===== src/rtl/adder_bist_pkg.sv =====
// Shared types and defaults for the adder BIST controller.
// Optional feature macro: ADDER_BIST_STOP_ON_FAIL_EN (see adder_bist.sv).
package adder_bist_pkg;

    localparam int DEF_WIDTH  = 4;
    localparam int DEF_SETTLE = 1;
    localparam int SETTLE_W   = 4;

    typedef enum logic [2:0] {
        ST_IDLE    = 3'd0,
        ST_DRIVE   = 3'd1,
        ST_WAIT    = 3'd2,
        ST_COMPARE = 3'd3,
        ST_DONE    = 3'd4
    } state_e;

endpackage


===== src/rtl/adder_bist_ref.sv =====
// Golden adder: expected {cout,s} for the vector currently driven to the adder under test.
module adder_bist_ref #(
    parameter int WIDTH = 4
) (
    input  logic [WIDTH-1:0] a,
    input  logic [WIDTH-1:0] b,
    input  logic             cin,
    output logic [WIDTH:0]   sum
);

    assign sum = {1'b0, a} + {1'b0, b} + {{WIDTH{1'b0}}, cin};

endmodule


===== src/rtl/adder_bist.sv =====
// Exhaustive BIST sweep for a WIDTH-bit adder: drives every {cin,a,b}, counts mismatches.
// Optional: define ADDER_BIST_STOP_ON_FAIL_EN to end the sweep at the first mismatch.
module adder_bist
    import adder_bist_pkg::*;
#(
    parameter int WIDTH  = DEF_WIDTH,
    parameter int SETTLE = DEF_SETTLE
) (
    input  logic               clk,
    input  logic               rst_n,
    input  logic               start,
    output logic [WIDTH-1:0]   a_o,
    output logic [WIDTH-1:0]   b_o,
    output logic               cin_o,
    input  logic [WIDTH-1:0]   s_i,
    input  logic               cout_i,
    output logic               busy,
    output logic               done,
    output logic               pass,
    output logic [2*WIDTH+1:0] err_cnt,
    output logic               fail_valid,
    output logic [2*WIDTH:0]   fail_vec,
    output state_e             dbg_state
);

    // Handshake: start is a one-cycle request honoured only in IDLE or DONE;
    // busy is high for the whole sweep and done stays high until the next
    // accepted start or reset, with pass/err_cnt/fail_* stable while done.

    localparam int VW = 2 * WIDTH + 1;
    localparam int EW = 2 * WIDTH + 2;
    localparam bit HAS_WAIT = (SETTLE > 0);
    localparam logic [SETTLE_W-1:0] SETTLE_LOAD =
        (SETTLE > 0) ? SETTLE_W'(SETTLE - 1) : '0;

`ifdef ADDER_BIST_STOP_ON_FAIL_EN
    localparam bit STOP_ON_FAIL = 1'b1;
`else
    localparam bit STOP_ON_FAIL = 1'b0;
`endif

    state_e              state;
    state_e              state_nxt;
    logic [VW-1:0]       vec;
    logic [SETTLE_W-1:0] settle_cnt;
    logic [EW-1:0]       err_q;
    logic                fvalid_q;
    logic [VW-1:0]       fvec_q;
    logic [WIDTH:0]      expected;
    logic                mismatch;
    logic                sweep_clr;
    logic                settle_load;
    logic                vec_inc;

    adder_bist_ref #(.WIDTH(WIDTH)) u_ref (
        .a   (vec[2*WIDTH-1:WIDTH]),
        .b   (vec[WIDTH-1:0]),
        .cin (vec[VW-1]),
        .sum (expected)
    );

    assign mismatch = (state == ST_COMPARE) && ({cout_i, s_i} != expected);

    always_ff @(posedge clk or negedge rst_n) begin
        if (!rst_n) begin
            state <= ST_IDLE;
        end else begin
            state <= state_nxt;
        end
    end

    always_comb begin
        state_nxt   = state;
        sweep_clr   = 1'b0;
        settle_load = 1'b0;
        vec_inc     = 1'b0;
        case (state)
            ST_IDLE, ST_DONE: begin
                if (start) begin
                    sweep_clr = 1'b1;
                    state_nxt = ST_DRIVE;
                end
            end
            ST_DRIVE: begin
                settle_load = 1'b1;
                state_nxt   = HAS_WAIT ? ST_WAIT : ST_COMPARE;
            end
            ST_WAIT: begin
                if (settle_cnt == '0) begin
                    state_nxt = ST_COMPARE;
                end
            end
            ST_COMPARE: begin
                if (STOP_ON_FAIL && mismatch) begin
                    state_nxt = ST_DONE;
                end else if (&vec) begin
                    state_nxt = ST_DONE;
                end else begin
                    vec_inc   = 1'b1;
                    state_nxt = ST_DRIVE;
                end
            end
            default: state_nxt = ST_IDLE;
        endcase
    end

    // Only the first mismatch of a sweep is captured; later ones just count.
    always_ff @(posedge clk or negedge rst_n) begin
        if (!rst_n) begin
            vec        <= '0;
            settle_cnt <= '0;
            err_q      <= '0;
            fvalid_q   <= 1'b0;
            fvec_q     <= '0;
        end else begin
            if (sweep_clr) begin
                vec      <= '0;
                err_q    <= '0;
                fvalid_q <= 1'b0;
                fvec_q   <= '0;
            end else begin
                if (vec_inc) begin
                    vec <= vec + VW'(1);
                end
                if (mismatch) begin
                    err_q <= err_q + EW'(1);
                    if (!fvalid_q) begin
                        fvalid_q <= 1'b1;
                        fvec_q   <= vec;
                    end
                end
            end
            if (settle_load) begin
                settle_cnt <= SETTLE_LOAD;
            end else if ((state == ST_WAIT) && (settle_cnt != '0)) begin
                settle_cnt <= settle_cnt - 1'b1;
            end
        end
    end

    assign {cin_o, a_o, b_o} = vec;
    assign busy       = (state == ST_DRIVE) || (state == ST_WAIT) || (state == ST_COMPARE);
    assign done       = (state == ST_DONE);
    assign pass       = done && (err_q == '0);
    assign err_cnt    = err_q;
    assign fail_valid = fvalid_q;
    assign fail_vec   = fvec_q;
    assign dbg_state  = state;

endmodule


===== config.mk =====
export PLATFORM = sky130hd
export DESIGN_NAME = adder_bist
export DESIGN_NICKNAME = d
export VERILOG_FILES = /design/src/rtl/adder_bist_pkg.sv /design/src/rtl/adder_bist_ref.sv /design/src/rtl/adder_bist.sv
export SDC_FILE = /design/constraint.sdc
export NUM_CORES = 1
export LEC_CHECK = 0
export CORE_UTILIZATION = 55
export DETAILED_ROUTE_END_ITERATION = 10
export HOLD_SLACK_MARGIN = 0.06
export PLACE_DENSITY_LB_ADDON = 0.25
export SYNTH_ARGS = -nofsm -noshare
export SYNTH_HDL_FRONTEND = slang
export SYNTH_SLANG_ARGS = --single-unit

===== constraint.sdc =====
create_clock -name clk -period 4.65 [get_ports clk]
set_input_delay 0.465 -clock clk [delete_from_list [all_inputs] [get_ports clk]]
set_output_delay 0.465 -clock clk [all_outputs]
set_load 0.03 [all_outputs]

Word-level counts from Yosys, hierarchy flattened
Cells that the tools add are included.
{ "classes": {"reduce_logical": 16, "n_addsub": 5, "n_mux": 20, "eq_ne": 8} }
{ "ops": {"columns": ["operator", "n"], "rows": [
  ["9-bit 2-to-1 mux", 5],
  ["10-bit 2-to-1 mux", 2],
  ["3-bit case mux with 4 select lines", 1],
  ["10-bit by 1-bit adder with 10-bit output (second input constant)", 1],
  ["10-bit zero test", 1],
  ["9-bit by 1-bit adder with 9-bit output (second input constant)", 1],
  ["3-bit 2-to-1 mux", 3],
  ["9-bit AND reduction", 1],
  ["4-bit 2-to-1 mux", 2],
  ["1-bit 2-to-1 mux", 7],
  ["3-bit by 2-bit == test with 1-bit output (second input constant)", 2],
  ["2-bit nonzero test", 3],
  ["4-bit by 4-bit adder with 5-bit output", 1],
  ["5-bit by 1-bit adder with 5-bit output", 1],
  ["5-bit != test", 1],
  ["4-bit zero test", 1],
  ["2-bit != test (second input constant)", 2],
  ["2-bit AND reduction", 2],
  ["4-bit nonzero test", 1],
  ["4-bit by 1-bit subtractor with 4-bit output (second input constant)", 1],
  ["3-bit by 1-bit == test with 1-bit output (second input constant)", 1],
  ["3-bit == test (second input constant)", 1],
  ["1-bit logical AND", 3],
  ["3-bit zero test", 1],
  ["other kinds (3)", 4]
]} }
{ "word_totals": {"elab_cells": 55, "input_bits": 8, "reg_bits": 36, "out_inout_bits": 35} }

Logic depth before layout (Yosys ltp)
{ "logic_depth": {"ltp_word": 6, "mapped_depth": 11, "mapped_depth_nobuf": 10} }

By module
Synthesis repeated with hierarchy kept, for this count alone.
{ "hier_totals": {"cells_unflattened": 226, "hier_area_um2": 2188.3} }
{ "by_module_without_submodules": {"columns": ["mod", "n_inst", "area_per_inst_um2", "seq_area_each_um2", "cells_each"], "rows": [
  ["adder_bist", 1, 2044.5, 900.9, 210],
  ["adder_bist_ref", 1, 143.9, 0.0, 16]
]} }

Worst setup path before layout
No wires, ideal clock.
{ "synth_path": {"path_type": "register -> register", "startpoint": "register vec[4]", "endpoint": "register err_q[1], in the netlist err_cnt[1]", "stages_incl_launch_ff": 11, "setup_slack_ps": 1570, "required_ps": 4522, "arrival_ps": 2952, "setup_ps": 128, "n_path_buf": 1, "period_less_slack_ps": 3080, "cell_sequence": "dfrtp_1 inv_1 fa_1 inv_1 fa_1 xnor2_1 nand2_1 or4_4 buf_6 o21ai_2 mux2_1"} }
{ "synth_via": {"elab_chain_len": 5} }
{ "synth_rtl": {"columns": ["element", "line_no", "text"], "rows": [
  ["start: declaration", "adder_bist.sv:44", "logic [VW-1:0] vec;"],
  ["start signal: assignment", "adder_bist.sv:123", "vec <= vec + VW'(1);"],
  ["4-bit by 4-bit adder with 5-bit output", "adder_bist_ref.sv:11", "assign sum = {1'b0, a} + {1'b0, b} + {{WIDTH{1'b0}}, cin};"],
  ["5-bit by 1-bit adder with 5-bit output", "adder_bist_ref.sv:11", null],
  ["5-bit != test", "adder_bist.sv:62", "assign mismatch = (state == ST_COMPARE) && ({cout_i, s_i} != expected);"],
  ["1-bit logical AND", "adder_bist.sv:62", null],
  ["2-bit nonzero test (no line)", null, null],
  ["end signal: assignment", "adder_bist.sv:126", "err_q <= err_q + EW'(1);"],
  ["end: declaration", "adder_bist.sv:46", "logic [EW-1:0] err_q;"]
]} }
No other way between the ends.
A chain may end at the register's enable or synchronous reset.

Worst setup path after layout
{ "layout_path": {"startpoint": "register vec[0]", "endpoint": "register fvec_q[4], in the netlist fail_vec[4]"} }
{ "layout_via": {"elab_chain_len": 6} }
{ "layout_rtl": {"columns": ["element", "line_no", "text"], "rows": [
  ["4-bit by 4-bit adder with 5-bit output", "adder_bist_ref.sv:11", null],
  ["5-bit by 1-bit adder with 5-bit output", "adder_bist_ref.sv:11", null],
  ["5-bit != test", "adder_bist.sv:62", null],
  ["1-bit logical AND", "adder_bist.sv:62", null],
  ["2-bit nonzero test (no line)", null, null],
  ["2-bit AND reduction (no line)", null, null],
  ["end signal: assignment", "adder_bist.sv:129", "fvec_q <= vec;"],
  ["end: declaration", "adder_bist.sv:48", "logic [VW-1:0] fvec_q;"]
]} }
No other way between the ends.

==> summary.txt <==
status: finished clean
CP Launch Type: register
first-pass GRT wire length: 7.67 mm
slew at the pin with the worst max-slew slack: 0.678 ns
Hold Startpoint: fail_vec[7]
TritonCTS clock tree: built
overall routing resource usage: 0.249
Setup TNS: 0 ns
hold_buf cts: 0
synth top area cells: dfrtp_1 44%, mux2i_1 9.2%, nand2_1 5.1%, xnor2_1 5.1%, ha_1 4.8%
placer congestion estimate: 0.860
largest net degree at the start of global routing: 37
#FFs+latches synth: 36
Crit Path Max Fanout: 9
H-tree depth: 2
DR vias/cell: 5.51
antenna violations before repair: 0
Worst-path clk slew: 0.07 ns
Synth Flop Type: dfrtp_1
crit path kind: register to register
FF+latch area: 901 sq um
P_sw: 668 uW
worst path required time: 4.86 ns
total CTS buffers: 5
worst skew pair latency: 0.29 ns
Mapped Cells: 217
DP HPWL: 3.22 mm
Setup crit start: vec[0]
unrepaired setup endpoints after global routing: no
Peak Freq: 318 MHz
DRT iter0 DRCs: 114
Seq/Total Area, Yosys: 0.435
I/O Pins: 43
final hold violations: 0
WP data arrival: 3.35 ns
Pleak: 0.00126 uW
Final Util: 0.758
Rows: 21
cell with the most instances after synthesis: dfrtp_1
Syn. warnings: 0
max cap viols: 0
post-route design area: 2630 sq um
Slew headroom: 0.547
Netlist cell types: 38
n_diodes: 0
synthesized net count: 235
asr flop ratio synth: 1.00
final wirelength: 4.47 mm
CTS Buffer Depth: 2
GRT overflow: 0
Final nets: 279
root buffer cell: clkbuf_8
switch share: 0.433
Die Width: 63.3 um
share of the synthesized area in the top cell type: 0.435
Combinational Power Share: 0.504
Flop pwr share: 0.320
Initial Util: 0.597
fraction of layout cells with a size suffix above 1: 0.0534
Die Y: 63.3 um
Setup-failing EPs final: 0
Layout Area Growth over Synthesis: 27.0%
Routed Antenna Nets: 0
port bufs: 42
clock share of power: 0.176
CTS sink count: 36
placed instance area: 2520 sq um
skew final: 0.00710 ns
worst-case vdd ir drop: 390 uV
Multi-input gate area: 1060 sq um
worst r2r src: vec[0]
die area: 4010 sq um
cell area after synthesis: 2070 sq um
wire length per cell: 14.5 um
Post-synth top cells: 36 x dfrtp_1, 28 x nand2_1, 24 x nor2_1
Core Area: 3470 sq um
Int Power: 874 uW
final worst setup slack: 1.51 ns
Register-to-Register Setup Slack: 1.51 ns
pwr dens: 587 nW/um^2
post-route minimum period: 3.14 ns
vias in the first global route: 1636
Syn Area/Cell: 9.54 sq um
DRT Pass-1 Iters: 5
Slew Limit Fails: 0
Worst Setup End Kind: register
setup bufs post-CTS: 0
Yosys top cell by area: dfrtp_1
DRC violations left: 0
Hold WC Path Type: register to register
Post-synth EDFFs: 0
post-place setup slack: 1.53 ns
fin crit share: 0.676
Fill cells: 282
post-CTS sizing: 0
overall via count from detail_route: 1696
## cell families (layout without fill, tap and decap cells)
family / count (synthesis) / count (layout) / share of synthesized area
simple gates: 88 / 88 / 0.203
fa+ha+maj: 10 / 10 / 0.0677
flops: 36 / 36 / 0.435
buf+inv: 24 / 69 / 0.0514
compound gates: 23 / 23 / 0.0689
xor+xnor: 16 / 16 / 0.0768
mux: 20 / 20 / 0.0973
## routing by layer
metal / track usage / vias to the layer above / part of all wire
met5: 0 / - / 0
met4: 0.0852 / 0 / 0.014
met3: 0.0688 / 7 / 0.062
met2: 0.382 / 65 / 0.47
met1: 0.338 / 810 / 0.45
li1: - / 814 / -
## power by group through the flow
| stage | Sequential, uW | Clock, uW | Combinational [uW] |
|---|---|---|---|
| after CTS | 493 | 274 | 778 |
| after global routing | 508 | 291 | 843 |
| after detailed placement | 498 | 0 | 773 |
| after global placement | 495 | 0 | 754 |
| final | 494 | 271 | 777 |
| after floorplan | 636 | 0 | 372 |
## final cells by class
class,instances,share of cell area
clock buffer,6,0.0276
clock inverter,2,0.0133
inverter,17,0.0243
multi-input combinational,157,0.404
sequential,36,0.343
tap,46,0.0219
timing repair buffer,44,0.166
## sequential cells by signal, indices dropped and copies added (netlist names)
| name | flops |
|---|---|
| dbg_state | 3 |
| fail_valid | 1 |
| vec | 9 |
| fail_vec | 9 |
| settle_cnt | 4 |
| err_cnt | 10 |
## worst max-delay path: stages (launching register included)
cell	delay, ns
dfrtp_1	0.42
inv_1	0.10
fa_1	0.40
inv_1	0.08
fa_1	0.42
xnor2_1	0.16
nand2_1	0.08
or4_4	0.61
o21ai_2	0.51
mux2i_1	0.27
## layout by cell type (no fill, tap or decap), types with 6 or more instances in the layout
cell type        count
nor2_1              24
nor3_1               6
clkdlybuf4s50_1     42
ha_1                 8
dfrtp_1             36
nand2_1             28
mux2i_1             19
a21oi_1              7
xnor2_1             12
inv_1               17
nand3_1              6
## path summary, 6_finish.rpt
check / endpoint / cells after the start
min in group asynchronous: err_cnt[4] / 2
setup reg to reg: fail_vec[4] / 9
max in group asynchronous: vec[2] / 2
hold / removal: fail_vec[7] / 2
hold reg to reg: fail_vec[7] / 2
setup / recovery: fail_vec[4] / 9
## stage by stage
step           hold WS (ns)  std cells  total power (uW)
2_1_floorplan         0.169        217              1010
6_report              0.528        308              1540
3_5_place_dp          0.513        300              1270
5_1_grt               0.546        308              1640
4_1_cts               0.530        308              1550
3_3_place_gp          0.503        300              1250
Power figures use the tool's default switching activity.
